===== src/rtl/seq_detect_param.sv =====
// Parametrised serial sequence detector.
// Watches a qualified bit stream and flags every occurrence of an N-bit
// pattern. The pattern can be reloaded at run time. Parameters select
// overlapping or non-overlapping matching and Mealy or Moore output timing.
// A saturating counter tallies matches, and led mirrors the bit history.
//
// Input qualifier: din is consumed only on a rising clk edge where
// din_valid=1. There is no ready and no backpressure, so every valid bit is
// taken. pat_load has priority over din_valid, and reset has priority over both.
module seq_detect_param #(
  parameter int             N       = 3,
  parameter logic [N-1:0]   PATTERN = 3'b101,
  parameter bit             OVERLAP = 1'b1,
  parameter bit             MOORE   = 1'b0,
  parameter int             CNT_W   = 8
) (
  input  logic             clk,
  input  logic             reset,
  input  logic             din,
  input  logic             din_valid,
  input  logic             pat_load,
  input  logic [N-1:0]     pat_in,
  output logic             dout,
  output logic [CNT_W-1:0] match_cnt,
  output logic [N-1:0]     led
);

  // fill must be able to hold the value N itself.
  localparam int             FW        = $clog2(N + 1);
  localparam logic [FW-1:0]  FILL_FULL = FW'(N);
  localparam logic [FW-1:0]  FILL_ARM  = FW'(N - 1);

  logic [N-1:0]  hist;
  logic [N-1:0]  pat;
  logic [N-1:0]  window;
  logic [FW-1:0] fill;
  logic          hit;
  logic          dout_q;

  // window is the history as it would look after accepting the current bit.
  assign window = {hist[N-2:0], din};

  // A match needs N bits accepted since the last clear, with the newest bit
  // being the one presented now. Gating with reset keeps the Mealy output
  // quiet while reset is held, even on its first cycle.
  assign hit = reset & din_valid & ~pat_load & (fill >= FILL_ARM) & (window == pat);

  // History, fill level, active pattern and the saturating match counter.
  always_ff @(posedge clk) begin
    if (!reset) begin
      hist      <= '0;
      fill      <= '0;
      pat       <= PATTERN;
      match_cnt <= '0;
    end else if (pat_load) begin
      pat  <= pat_in;
      hist <= '0;
      fill <= '0;
    end else if (din_valid) begin
      hist <= window;
      if (hit) begin
        if (match_cnt != {CNT_W{1'b1}}) begin
          match_cnt <= match_cnt + 1'b1;
        end
        // Non-overlap discards the history, so the next match needs N new bits.
        fill <= OVERLAP ? FILL_FULL : '0;
      end else if (fill != FILL_FULL) begin
        fill <= fill + 1'b1;
      end
    end
  end

  // Registered copy of hit, used as dout in Moore mode.
  always_ff @(posedge clk) begin
    if (!reset) begin
      dout_q <= 1'b0;
    end else begin
      dout_q <= hit;
    end
  end

  assign dout = MOORE ? dout_q : hit;
  assign led  = hist;

endmodule


===== config.mk =====
export PLATFORM = sky130hd
export DESIGN_NAME = seq_detect_param
export DESIGN_NICKNAME = d
export VERILOG_FILES = /design/src/rtl/seq_detect_param.sv
export SDC_FILE = /design/constraint.sdc
export NUM_CORES = 1
export LEC_CHECK = 0
export CORE_AREA = 2 2 46 48
export CTS_BUF_LIST = sky130_fd_sc_hd__clkbuf_4 sky130_fd_sc_hd__clkbuf_8 sky130_fd_sc_hd__clkbuf_16
export CTS_CLUSTER_SIZE = 10
export DETAILED_ROUTE_END_ITERATION = 10
export DIE_AREA = 0 0 48 50
export PLACE_DENSITY_LB_ADDON = 0.1
export SETUP_SLACK_MARGIN = 0.2
export SKIP_LAST_GASP = 1
export SLEW_MARGIN = 20
export SYNTH_ARGS = -nofsm -noshare
export SYNTH_HDL_FRONTEND = slang
export SYNTH_SLANG_ARGS = --single-unit

===== constraint.sdc =====
create_clock -name clk -period 1.9 [get_ports clk]
set_input_delay 0.475 -clock clk [delete_from_list [all_inputs] [get_ports clk]]
set_output_delay 0.475 -clock clk [all_outputs]
set_load 0.02 [all_outputs]

# [After elaboration in Yosys (flattened, before gate mapping)]
# Cells that the tools add are included.
[totals] reg_bits=16 in_bits=8 wordCells=22
[op_classes] addsub=2 n_lt_le_gt_ge=1 eq_ne=3 muxes=2 bitwise_logic=6 n_reduce_logical=4
[ops] cell="adder 8 x 1 -> 8 bit, second input constant" n=1
[ops] cell="!= test 8 bit, second input constant" n=1
[ops] cell="bitwise AND 1 bit" n=4
[ops] cell="2-to-1 mux 2 bit" n=2
[ops] cell="AND reduction 4 bit" n=1
[ops] cell="== test 3 bit" n=1
[ops] cell="adder 2 x 1 -> 2 bit, second input constant" n=1
[ops] cell=">= comparator 2 bit, second input constant" n=1
[ops] cell="!= test 2 bit, second input constant" n=1
[ops] cell="inverter 1 bit" n=2
[ops] cell="AND reduction 2 bit" n=1
[ops] cell="nonzero test 2 bit" n=1
[ops] cell="OR reduction 2 bit" n=1

# [Depth between registers and ports, before layout]
# Gate-level depths: netlist of the first run.
[logic_depth] word_depth=6 mapped_depth=8 mapped_depth_nobuf=7

# [Least setup slack after synthesis of the first run]
# Ideal clock, no wire load.
[synth_timing] kind="input to register" from="input port pat_load" to="register match_cnt[6]" setup_time_ps=135 arrival_ps=1912 t_required_ps=1765 setup_slack_ps=-147 path_stages=6 n_path_buf=1 path_cell_list="nand2b_4 -> or3b_1 -> or3_4 -> buf_2 -> o311ai_0 -> o41ai_1"
[synth_between] elab_chain_cells=5
[synth_lines] item="start: declaration" line="21" text="input logic pat_load,"
[synth_lines] item="inverter 1 bit (no source line) (*)"
[synth_lines] item="bitwise AND 1 bit (3 in series)" line="46" text="assign hit = reset & din_valid & ~pat_load & (fill >= FILL_ARM) & (window == pat);"
[synth_lines] item="AND reduction 4 bit (no source line) (*)"
[synth_lines] item="end signal: assignment" line="63" text="match_cnt <= match_cnt + 1'b1;"
[synth_lines] item="end: declaration" line="24" text="output logic [CNT_W-1:0] match_cnt,"
# Mark *: on every way between the ends. The rest lies on a longest branch, timed or not.
# A chain may end at the register's enable or synchronous reset.

# [Final worst setup path of the first run]
[layout_timing] from="register fill[1]" to="register match_cnt[3]"
[layout_between] elab_chain_cells=4
[layout_lines] item="start: declaration" line="36" text="logic [FW-1:0] fill;"
[layout_lines] item="start signal: assignment" line="66" text="fill <= OVERLAP ? FILL_FULL : '0;"
[layout_lines] item="start signal: assignment" line="68" text="fill <= fill + 1'b1;"
[layout_lines] item=">= comparator 2 bit" line="46"
[layout_lines] item="bitwise AND 1 bit (2 in series)" line="46"
[layout_lines] item="AND reduction 4 bit (no source line)"
# No other way between the ends.

==> results, run 1 <==
- The flow ran to the end, but the final reports show violations.
- The checks that failed: setup timing.
- The clock skew is 0.00142 ns.
- In this run the critical register-to-register path is launched from fill[1].
- The biggest area contributor in the post-synthesis netlist is dfxtp_1.
- The pin count of the biggest net entering global routing is 9.
- Internal power comes to 0.455 mW.
- The CTS H-tree depth is 1.
- The longest clock path from root to sink contains 2 buffers.
- The standard cell core area is 1900 um^2.
- The die outline height is 50 um.
- The switching power is 0.134 mW.
- The quantity of I/O buffers inserted on ports is 19.
- The number of distinct library cells after synthesis is 24.
- The worst hold path startpoint is match_cnt[6].
- For the worst flop-to-flop path, the logic depth is 8.
- The critical path class is reg -> reg.
- The final worst slack is -0.209 ns.
- After detailed routing, the average wire length per cell comes to 11.6 um.
- The placement-stage worst setup slack is -0.993 ns.
- Detailed placement finished with a half-perimeter wire length of 1.12 mm.
- Before antenna repair, the detailed router went through 4 iterations.
- The number of storage elements in the synthesis netlist is 16.
- The global route total overflow is 0.
- In the synthesized netlist, the number of instances is 78.
- The worst supply voltage drop on vdd is 0.000391 V.
- The hold-critical path endpoint is match_cnt[6].
- The final count of pins violating max slew is 0.
- The number of antenna violations at the first check in global routing is 0.
- TritonCTS built the clock tree.
- The worst hold path belongs to the class reg -> reg.
- The via count of the first global-routing pass was 675.
- The shortest clock period the worst path allows after layout is 2.11 ns.
- Of the synthesized area, sequential elements account for 43.5%.
- Pin placement for this block handled 20 I/O pins.
- The count of clock tree sinks is 16.
- The worst setup path is captured at a register.
- The post-detailed-route DRC marker count is 0.
- Hold is met by 0.499 ns.
- The die covers 2400 um^2.
- Cells with a size suffix above 1 make up 29.2% of the layout.
- The net total in the final layout is 126.
- The share of total power dissipated in sequential elements is 58.7%.
- Compared with the post-synthesis result, the final layout area differs by 53.6%.
- The total count of hold-check failures in the final report is 0.
- The tool flagged a number of max-cap violations equal to 0.
- The clock network fraction of design power is 29.5%.
- STA puts the critical path data arrival time at 2.33 ns.
- The switching portion of total power is 22.8%.
- The count of warnings emitted by yosys is 0.
- Averaged over all synthesized cells, the footprint is 9.43 um^2.
- The number of nets still failing antenna checks after routing is 0.
- The number of antenna diodes in the final layout is 0.
- For the worst setup path, the data required time is 2.12 ns.
- The transition at the pin with the smallest max-transition slack is 0.330 ns.
- The timing startpoint of the critical path is fill[1].
- After the first detailed-routing iteration, the DRC count stood at 9.
- Yosys mapped a number of flops with a built-in enable equal to 0.
- Counting instances, the worst hold path has a depth of 1.
- The per-cell via count in the routed design is 5.09.
- The routed layout has 712 vias.
- The first global-routing pass estimated 2.67 mm of wire.
- The analysis attributes to cell leakage a power of 0.496 nW.
- The aggregate routed wire length is 1.63 mm.
- The highest fanout seen on the critical path is 4.
- The initial core utilization is 38.7%.
- The number of CTS-inserted buffers is 3.
- Of the total power, combinational logic draws 11.7%.
- Clock latency on the worst-skew pair, taken at its later pin, is 0.28 ns.
- The clock-pin transition on the worst setup and hold timing paths is 0.09 ns.
- The kind of launch point of the worst setup path is a register.
- The commonest register cell after synthesis is dfxtp_1.
- In this run the cell area of the synthesized design comes to 736 um^2.
- The ratio of final minimum period to clock period is 111%.
- The post-cts hold buffer count is 0.
- After routing, the total negative slack on setup checks comes to -1.14 ns.
- The final weighted congestion in routability-driven placement is 0.759.
- The root buffer cell chosen for the clock tree is clkbuf_4.
- In this run the tightest slew margin relative to its limit is 78.0%.
- Summed over its instances, the top area cell type makes up 43.5% of the synthesized netlist area.
- Counting flops with an async set or reset pin after synthesis yields a share of 0%.
- In this run the critical register-to-register path is captured at match_cnt[3].
- Static timing analysis puts the maximum clock frequency at 0.474 GHz.
- The areal power density over the cells is 522 nW/um^2.
- Overall power consumption after layout is estimated at 0.590 mW.
- Yosys attributes the largest share of cell area to dfxtp_1 (44%), mux2i_1 (9.5%), ha_1 (5.1%).
- Counting every net in the synthesized netlist gives 89.
- Setup violations remaining at the end of the flow were counted as 9.
- The width of the chip is 48 um.
- Setup repair after global routing could not meet its margin everywhere.
- The floorplan has 16 rows.
- Global routing used 15.5% of the available tracks.
- The worst reg-to-reg setup slack is -0.21 ns.
-- timing repair --
| item | CTS | global route |
|---|---|---|
| resized for setup | 30 | 11 |
| buffers inserted | 2 | 0 |
| cloned | 1 | 0 |
| setup endpoints to repair | 20 | 9 |
| pin swaps | 7 | 6 |
-- power groups by stage --
stage	logic [mW]	clock network (mW)	registers (mW)
3_5_place_dp	0.0672	0	0.354
3_3_place_gp	0.0665	0	0.354
2_1_floorplan	0.0262	0	0.355
5_1_grt	0.0752	0.201	0.347
6_report	0.0692	0.174	0.346
4_1_cts	0.0671	0.184	0.346
-- logic make-up after synthesis --
group,Yosys count,synth area share (%)
DFF,16,43.5
buffers and inverters,5,2.72
xor gates and xnor gates,5,5.95
muxes,7,9.52
adders and majority gates,3,5.10
and+or+nand+nor,27,19.9
AOI/OAI and AO/OA,15,13.3
-- registers in the layout, indices dropped and copies added (netlist names) --
register	count
fill	2
pat	3
match_cnt	8
led	3
-- critical path: stages (launching register included) --
cell	delay, ns
dfxtp_4	0.38
ha_4	0.13
nor2_2	0.03
or3b_4	0.39
buf_6	0.12
or3_4	0.39
buf_6	0.13
or3_4	0.36
a21oi_2	0.13
-- stage by stage --
step                      cell area [um^2]  utilization [%]  instances
after floorplan                        736                -         78
after global placement                1040             54.5        134
after detailed placement              1040             54.5        134
after CTS                             1090             57.1        140
after global routing                  1130             59.4        140
final                                 1130             59.4        140
-- layout make-up --
class / instances / area [um^2]
repair buffers: 32 / 277
fillers: 172 / 772
flip-flops and latches: 16 / 325
inverters: 4 / 15.0
multi-input cells: 58 / 457
well taps: 27 / 33.8
clock buffers: 3 / 22.5
-- worst max path at each step --
stage                         endpoint  slack, ns  cells past startpoint
after detailed placement          dout      -0.99                      6
after global placement            dout      -0.98                      6
final                     match_cnt[3]      -0.21                      8
after global routing      match_cnt[4]      -0.27                      9
after floorplan           match_cnt[5]      -0.09                      5
after CTS                 match_cnt[5]      -0.25                      8
-- synth_stat cells (all sizes together), types with 2 or more instances --
cell,n
a21oi,5
dfxtp,16
ha,3
inv,4
mux2i,7
nand2,5
nand3,5
nor2,8
o21ai,3
o311ai,2
o31ai,2
o41ai,2
or3,3
xnor2,4
-- metal layers --
layer | wire (um) | global-route usage (%) | up-vias
li1 | - | - | 359
met1 | 728 | 19.6 | 338
met2 | 821 | 23.8 | 13
met3 | 61 | 2.20 | 2
met4 | 14 | 9.46 | 0
met5 | 0 | 0 | -
-- layout by cell type (no fill, tap or decap), types with 3 or more instances in the layout --
| cell type | count |
|---|---|
| clkbuf_4 | 3 |
| dfxtp_1 | 14 |
| xnor2_1 | 4 |
| nand2_1 | 5 |
| dlygate4sd2_1 | 13 |
| clkdlybuf4s50_1 | 3 |
| or3_4 | 3 |
| nand3_1 | 5 |
| nor2_1 | 7 |
| mux2i_1 | 7 |
| buf_4 | 12 |
| a21oi_1 | 3 |
Note: power is estimated with default switching activity, not from simulation.
==> run 2: changes to the inputs <==
--- a/config.mk
+++ b/config.mk
@@ -10,6 +10,7 @@
 export CTS_CLUSTER_SIZE = 10
 export DETAILED_ROUTE_END_ITERATION = 10
 export DIE_AREA = 0 0 48 50
+export GPL_TIMING_DRIVEN = 0
 export PLACE_DENSITY_LB_ADDON = 0.1
 export SETUP_SLACK_MARGIN = 0.2
 export SKIP_LAST_GASP = 1
==> constraint.sdc (replaced) <==
create_clock -name clk -period 1.9 [get_ports clk]
set_input_delay 0.475 -clock clk [delete_from_list [all_inputs] [get_ports clk]]
set_output_delay 0.475 -clock clk [all_outputs]
set_load 0.005 [all_outputs]
==> run 2 against run 1 <==
  * The run still ends with setup timing left
  * Sequential share of layout area increased by 0.66 points
  * Via count decreased by 2.0%
  * Routed wire length increased by 8.4%
  * Final cell count decreased by 1.4%
  * First-iteration DRC count decreased by 44%
  * Combinational power decreased by 7.9%
  * Clock power increased by 6%
  * Die area unchanged
  * Clock-buffer cell count unchanged
  * Register-to-register slack improved by 0.11 ns
  * Sequential power about the same
==> results, run 2 (synthesis results as in run 1) <==
- The share of the core filled with cells in the final layout is 61.6% (was 59.4%).
- The hold path depth is 2 (was 1).
- The insertion delay to the later sink of the worst-skew pair is 0.29 ns (was 0.28 ns).
- The final setup violation count is 3 (was 9).
- The floorplan die area was 2400 um^2 (unchanged).
- The worst supply voltage drop on vdd was 0.000374 V (was 0.000391 V).
- Ordered list of cells on the worst path: inv_2 > ha_4 > nor2_2 > or3b_4 > or2_4 > inv_2 > buf_2 (was ha_4 > nor2_2 > or3b_4 > buf_6 > or3_4 > buf_6 > or3_4 > a21oi_2).
- The headroom to the max-slew limit came to 74.3% (was 78.0%).
- The shortest clock period the worst path allows after layout came to 2.04 ns (was 2.11 ns).
- The total vias in the final route was 698 (was 712).
- The count of maximum capacitance violations is 0 (unchanged).
- The initial core utilization came to 38.7% (unchanged).
- The clock skew came to 0.00520 ns (was 0.00142 ns).
- The kind of launch point of the worst setup path is a register (unchanged).
- The hold-critical path endpoint was pat[0] (was match_cnt[6]).
- The via count of the first global-routing pass came to 671 (was 675).
- Setup repair after global routing missed its margin: yes (unchanged).
- The first-iteration detailed-routing DRC count is 5 (was 9).
- The die outline height is 50 um (unchanged).
- The quantity of I/O buffers inserted on ports is 19 (unchanged).
- The maximum clock insertion buffer count is 2 (unchanged).
- The worst hold path startpoint was reset (was match_cnt[6]).
- The final count of pins violating max slew came to 0 (unchanged).
- Result of the run: finished with violations (unchanged).
- The cell type of the slowest stage on the worst timing path is or3b_4 (unchanged).
- The total routing resource utilization after global routing is 16.9% (was 15.5%).
- The worst slack on hold paths is 0.464 ns (was 0.499 ns).
- The maximum achievable frequency is 0.491 GHz (was 0.474 GHz).
- The standard cell core area is 1900 um^2 (unchanged).
- The register ranked first by flip-flop count is match_cnt (unchanged).
- Violated checks: setup timing (unchanged).
- The sum of buffers and inverters on the critical path was 3 (was 2).
- The family with the most delay on the worst path is simple AND/OR/NAND/NOR gates (unchanged).
- The post-detailed-route DRC marker count is 0 (unchanged).
- The areal power density over the cells is 503 nW/um^2 (was 522 nW/um^2).
- The area added between synthesis and finish is 59.4% (was 53.6%).
- The number of CTS-inserted buffers is 3 (unchanged).
- The cell row count is 16 (unchanged).
- The transition at the pin with the smallest max-transition slack was 0.385 ns (was 0.330 ns).
- The number of antenna violations at the first check in global routing came to 0 (unchanged).
- The total count of hold-check failures in the final report was 0 (unchanged).
- The most common cell after layout, fill and taps aside is clkdlybuf4s50_1 (was dfxtp_1).
- The final weighted congestion in routability-driven placement is 0.694 (was 0.759).
- The post-cts hold buffer count is 0 (unchanged).
- The detailed-router iteration count before antenna repair came to 3 (was 4).
- The critical path class is reg -> out (was reg -> reg).
- The data required time of the critical path came to 1.42 ns (was 2.12 ns).
- The maximum cell stage delay along the critical path is 0.37 ns (was 0.39 ns).
- The depth of the worst register-to-register path is 7 (was 8).
- The global-route wire length before repair is 2.95 mm (was 2.67 mm).
- The clock-pin transition on the worst setup and hold timing paths is 0.09 ns (about the same).
- The highest fanout seen on the critical path was 2 (was 4).
- Commonest cells after routing, fill and taps aside: clkdlybuf4s50_1 (14), dfxtp_2 (8), nor2_1 (7), mux2i_1 (7), buf_4 (7) (was dfxtp_1 (14), dlygate4sd2_1 (13), buf_4 (12)).
- The count of clock tree sinks is 16 (unchanged).
- The number of nets still failing antenna checks after routing is 0 (unchanged).
- The placement-stage worst setup slack is -1.10 ns (was -0.993 ns).
- The timing startpoint of the critical path is fill[0] (was fill[1]).
- The fraction of final layout cells with drive strength greater than 1 is 42.3% (was 29.2%).
- The final worst slack is -0.137 ns (was -0.209 ns).
- The reported leakage power is 0.456 nW (was 0.496 nW).
- The startpoint of the worst register-to-register path is fill[0] (was fill[1]).
- The class of the tightest hold or removal check is in -> reg (was reg -> reg).
- The CTS H-tree depth is 1 (unchanged).
- The TritonCTS clock tree is yes (unchanged).
- The width of the chip came to 48 um (unchanged).
- The CTS root buffer is clkbuf_4 (unchanged).
- The pin count of the biggest net entering global routing came to 9 (unchanged).
- The net total in the final layout came to 124 (was 126).
- The kind of end point of the critical path is an output port (was register).
- The final antenna diode count is 0 (unchanged).
- The fill cell total of the finished layout is 179 (was 172).
- The global route total overflow is 0 (unchanged).
- The number of flip-flops in the largest register is 8 (unchanged).
- The aggregate routed wire length is 1.76 mm (was 1.63 mm).
- The detail-routed net length per standard cell is 12.8 um (was 11.6 um).
- The capture instance of the worst register-to-register path is match_cnt[5] (was match_cnt[3]).
- The HPWL after detailed placement came to 1.06 mm (was 1.12 mm).
- The worst reg-to-reg setup slack was -0.10 ns (was -0.21 ns).
- The ratio of final minimum period to clock period is 107% (was 111%).
- The total power after layout is 0.590 mW (about the same).
- The arrival time of the worst setup path came to 1.56 ns (was 2.33 ns).
- The per-cell via count in the routed design was 5.06 (was 5.09).
- The library cell appearing most often on the critical path is inv_2.
- The number of primary I/O pins is 20 (unchanged).
-- run 2: power breakdown --
group,internal [mW],switching [mW]
sequential,0.337,0.00598
clock,0.0737,0.110
combinational,0.0361,0.0276
total,0.446,0.143
-- run 2: stage by stage --
step                      setup TNS (ns)  area, um^2  std cells
after detailed placement           -7.20         960        124
after floorplan                  -0.0745         736         78
after global routing              -0.549        1170        138
after CTS                         -0.310        1100        136
after global placement             -6.99         960        124
final                             -0.238        1170        138
-- run 2: per-layer routing --
| layer | GRT usage, % | part of all wire [%] | wire length, um |
|---|---|---|---|
| met4 | 6.76 | 0.85 | 15 |
| met5 | 0 | 0 | 0 |
| met2 | 25.6 | 50 | 883 |
| met3 | 3.30 | 2.2 | 38 |
| met1 | 23.0 | 47 | 827 |
-- run 2: cell type report --
class	count	area [um^2]	share of cell area (%)
Timing Repair Buffer	30	273	23.3
Clock buffer	3	22.5	1.92
Buffer	1	11.3	0.961
Inverter	4	15.0	1.28
Tap cell	27	33.8	2.88
Multi-Input combinational cell	57	472	40.2
Sequential cell	16	345	29.5
-- run 2: worst max-delay path by stage --
stage | slack [ns] | depth (start not counted) | end
5_1_grt | -0.21 | 7 | dout
6_report | -0.14 | 7 | dout
3_5_place_dp | -1.10 | 6 | dout
3_3_place_gp | -1.09 | 6 | dout
2_1_floorplan | -0.05 | 5 | match_cnt[5]
4_1_cts | -0.14 | 7 | dout
-- run 2: worst register-to-register path, stage by stage (launching register included) --
cell     delay, ns
dfxtp_2       0.33
inv_2         0.06
ha_4          0.12
nor2_2        0.03
or3b_4        0.37
or3_4         0.38
or4_4         0.53
a21oi_2       0.14
-- run 2: timing repair --
item                                    4_1_cts  5_1_grt
resized for setup                            39       20
gates cloned                                  1        0
pin swaps                                     8       10
endpoints found under the setup margin       15       18
setup buffers                                 8        2
hold endpoints to repair                      0        0
==> run 3: changes to the inputs <==
==> config.mk (replaced) <==
export PLATFORM = sky130hd
export DESIGN_NAME = seq_detect_param
export DESIGN_NICKNAME = d
export VERILOG_FILES = /design/src/rtl/seq_detect_param.sv
export SDC_FILE = /design/constraint.sdc
export NUM_CORES = 1
export LEC_CHECK = 0
export CORE_AREA = 2 2 44 46
export CTS_BUF_LIST = sky130_fd_sc_hd__clkbuf_8
export CTS_CLUSTER_SIZE = 10
export DETAILED_ROUTE_END_ITERATION = 10
export DIE_AREA = 0 0 46 48
export GPL_TIMING_DRIVEN = 0
export PLACE_DENSITY_LB_ADDON = 0.1
export SETUP_SLACK_MARGIN = 0.2
export SKIP_LAST_GASP = 1
export SLEW_MARGIN = 10
export SYNTH_ARGS = -nofsm -noshare
export SYNTH_HDL_FRONTEND = slang
export SYNTH_SLANG_ARGS = --single-unit
==> run 3 against run 2 <==
  * The flow still finishes with violations (setup timing)
  * Clock skew shrank 0.0041 ns
  * Worst hold slack improved by 0.017 ns
  * Setup slack lost 0.0073 ns
  * Maximum frequency is 0.36% lower
  * Non-clock buffer count decreased by 5
  * Register-to-register slack lost 0.04 ns
  * Sequential cell count stayed put
  * First-iteration DRC count unchanged
  * Clock power is 59% higher
  * Critical path depth unchanged
  * Critical path type is now in -> reg
  * Largest power group unchanged
==> results, run 3 (synthesis results as in run 1) <==
- The clock network fraction of design power came to 41.7% (was 31.1%).
- The floorplan die area came to 2210 um^2 (was 2400 um^2).
- The kind of launch point of the worst setup path is an input port (was register).
- The switching power came to 0.139 mW (was 0.143 mW).
- The fill cell total of the finished layout is 161 (was 179).
- The final weighted congestion in routability-driven placement is 0.721 (was 0.694).
- The final worst slack is -0.144 ns (was -0.137 ns).
- The global route total overflow is 0 (unchanged).
- The CTS root buffer is clkbuf_8 (was clkbuf_4).
- Violated checks: setup timing (unchanged).
- The standard cell core area is 1690 um^2 (was 1900 um^2).
- The ratio of final minimum period to clock period is 108% (was 107%).
- The final setup violation count is 6 (was 3).
- The post-cts hold buffer count came to 0 (unchanged).
- The switching portion of total power is 19.9% (was 24.3%).
- The final antenna diode count was 0 (unchanged).
- The post-detailed-route DRC marker count is 0 (unchanged).
- The TritonCTS clock tree was yes (unchanged).
- The transition at the pin with the smallest max-transition slack is 0.297 ns (was 0.385 ns).
- The highest metal layer with signal wires is met4 (unchanged).
- The headroom to the max-slew limit is 79.9% (was 74.3%).
- The aggregate routed wire length was 1.52 mm (was 1.76 mm).
- Commonest cells after routing, fill and taps aside: clkdlybuf4s50_1 (14), dfxtp_1 (12), nor2_1 (7), mux2i_1 (7), buf_4 (6) (was clkdlybuf4s50_1 (14), dfxtp_2 (8), nor2_1 (7), mux2i_1 (7), buf_4 (7)).
- The maximum achievable frequency is 0.489 GHz (was 0.491 GHz).
- The clock-pin transition on the worst setup and hold timing paths was 0.06 ns (was 0.09 ns).
- The total count of hold-check failures in the final report is 0 (unchanged).
- The final count of pins violating max slew was 0 (unchanged).
- The detail-routed net length per standard cell was 12.2 um (was 12.8 um).
- The sum of negative setup slack was -0.434 ns (was -0.238 ns).
- The wire length on met3 is 51 um (was 38 um).
- The number of primary I/O pins was 20 (unchanged).
- The critical path class is in -> reg (was reg -> out).
- The reported leakage power was 0.425 nW (was 0.456 nW).
- The pin count of the biggest net entering global routing came to 11 (was 9).
- The combinational fraction of design power is 8.7% (was 10.8%).
- The HPWL after detailed placement is 1.11 mm (was 1.06 mm).
- The highest fanout seen on the critical path came to 5 (was 2).
- Result of the run: finished with violations (unchanged).
- The worst slack on hold paths came to 0.481 ns (was 0.464 ns).
- The number of flip-flops in the largest register is 8 (unchanged).
- The arrival time of the worst setup path is 2.23 ns (was 1.56 ns).
- The net total in the final layout is 119 (was 124).
- The quantity of I/O buffers inserted on ports came to 19 (unchanged).
- The via count of the first global-routing pass is 587 (was 671).
- The per-cell via count in the routed design was 5.34 (was 5.06).
- The worst supply voltage drop on vdd is 0.000707 V (was 0.000374 V).
- The count of clock tree sinks is 16 (unchanged).
- The clock skew came to 0.00114 ns (was 0.00520 ns).
- The shortest clock period the worst path allows after layout was 2.04 ns (about the same).
- The number of antenna violations at the first check in global routing was 0 (unchanged).
- The detailed-routed wire length on met2 came to 769 um (was 883 um).
- The first-iteration detailed-routing DRC count is 5 (unchanged).
- The insertion delay to the later sink of the worst-skew pair is 0.24 ns (was 0.29 ns).
- The register ranked first by flip-flop count is match_cnt (unchanged).
- The placement-stage worst setup slack is -1.08 ns (was -1.10 ns).
- The width of the chip is 46 um (was 48 um).
- The number of nets still failing antenna checks after routing is 0 (unchanged).
- The data required time of the critical path was 2.08 ns (was 1.42 ns).
- The total routing resource utilization after global routing is 15.6% (was 16.9%).
- The total vias in the final route came to 662 (was 698).
- The design internal power is 0.562 mW (was 0.446 mW).
- The maximum clock insertion buffer count is 2 (unchanged).
- The detailed-router iteration count before antenna repair came to 2 (was 3).
- The fraction of final layout cells with drive strength greater than 1 is 28.0% (was 42.3%).
- The areal power density over the cells is 648 nW/um^2 (was 503 nW/um^2).
- The die outline height came to 48 um (was 50 um).
- The cell row count is 15 (was 16).
- The most common cell after layout, fill and taps aside is clkdlybuf4s50_1 (unchanged).
- The class of the tightest hold or removal check is in -> reg (unchanged).
- The CTS H-tree depth was 1 (unchanged).
- The kind of end point of the critical path is a register (was output port).
- The area added between synthesis and finish is 47.1% (was 59.4%).
- Setup repair after global routing missed its margin: yes (unchanged).
- The number of CTS-inserted buffers was 3 (unchanged).
- The proportion of power drawn by flip-flops and latches was 49.6% (was 58.1%).
- The global-route wire length before repair is 2.42 mm (was 2.95 mm).
- The initial core utilization is 43.6% (was 38.7%).
- The wire length the detailed router placed on met1 is 683 um (was 827 um).
- The count of maximum capacitance violations is 0 (unchanged).
[run 3: cell types whose count changed in the layout (fill, tap and decap cells not counted), sizes merged]
cell    previous run  this run
buf               15        10
clkbuf             3         4
[run 3: power by group through the flow]
stage | logic (mW) | registers [mW] | clock network [mW]
after global routing | 0.0677 | 0.349 | 0.317
after global placement | 0.0511 | 0.355 | 0
final | 0.0609 | 0.348 | 0.292
after floorplan | 0.0262 | 0.354 | 0
after detailed placement | 0.0519 | 0.356 | 0
after CTS | 0.0593 | 0.348 | 0.302
[run 3: routing by layer]
metal	track usage, %	up-vias
li1	-	338
met1	18.0	309
met2	26.7	13
met3	4.91	2
met4	6.29	0
met5	0	-
[run 3: critical path, stage by stage]
cell and delay [ns]:
buf_4 0.13, nand2b_4 0.14, or3b_4 0.40, buf_6 0.12, or3_4 0.35, or4_4 0.49, a21oi_2 0.12
[run 3: metrics by stage]
step                      instances  instance area (um^2)  utilization [%]  power [mW]
after floorplan                  78                   736                -       0.381
after global placement          114                   947             56.1       0.406
after detailed placement        114                   947             56.1       0.408
after CTS                       124                  1060             62.7       0.709
after global routing            124                  1080             64.1       0.733
final                           124                  1080             64.1       0.701
[run 3: final timing paths]
check           start            to  slack (ns)  cells after the start
min reg2reg    led[2]        led[2]        0.49                      2
max          pat_load  match_cnt[5]       -0.14                      7
min             reset        pat[2]        0.48                      2
max reg2reg   fill[0]  match_cnt[5]       -0.14                      8
[run 3: cell type report]
cell class | instances | area [um^2] | area share, %
tap | 17 | 21.3 | 1.97
sequential | 16 | 325 | 30.1
inverter | 4 | 15.0 | 1.39
timing repair buffer | 25 | 226 | 20.9
clock buffer | 4 | 55.1 | 5.09
multi-input combinational | 57 | 428 | 39.5
buffer | 1 | 11.3 | 1.04
[run 3: timing repair]
| action | CTS | global route |
|---|---|---|
| gates resized for setup | 30 | 7 |
| gates cloned | 0 | 0 |
| endpoints found under the setup margin | 12 | 10 |
| setup buffers | 6 | 0 |
| pin swaps | 5 | 2 |
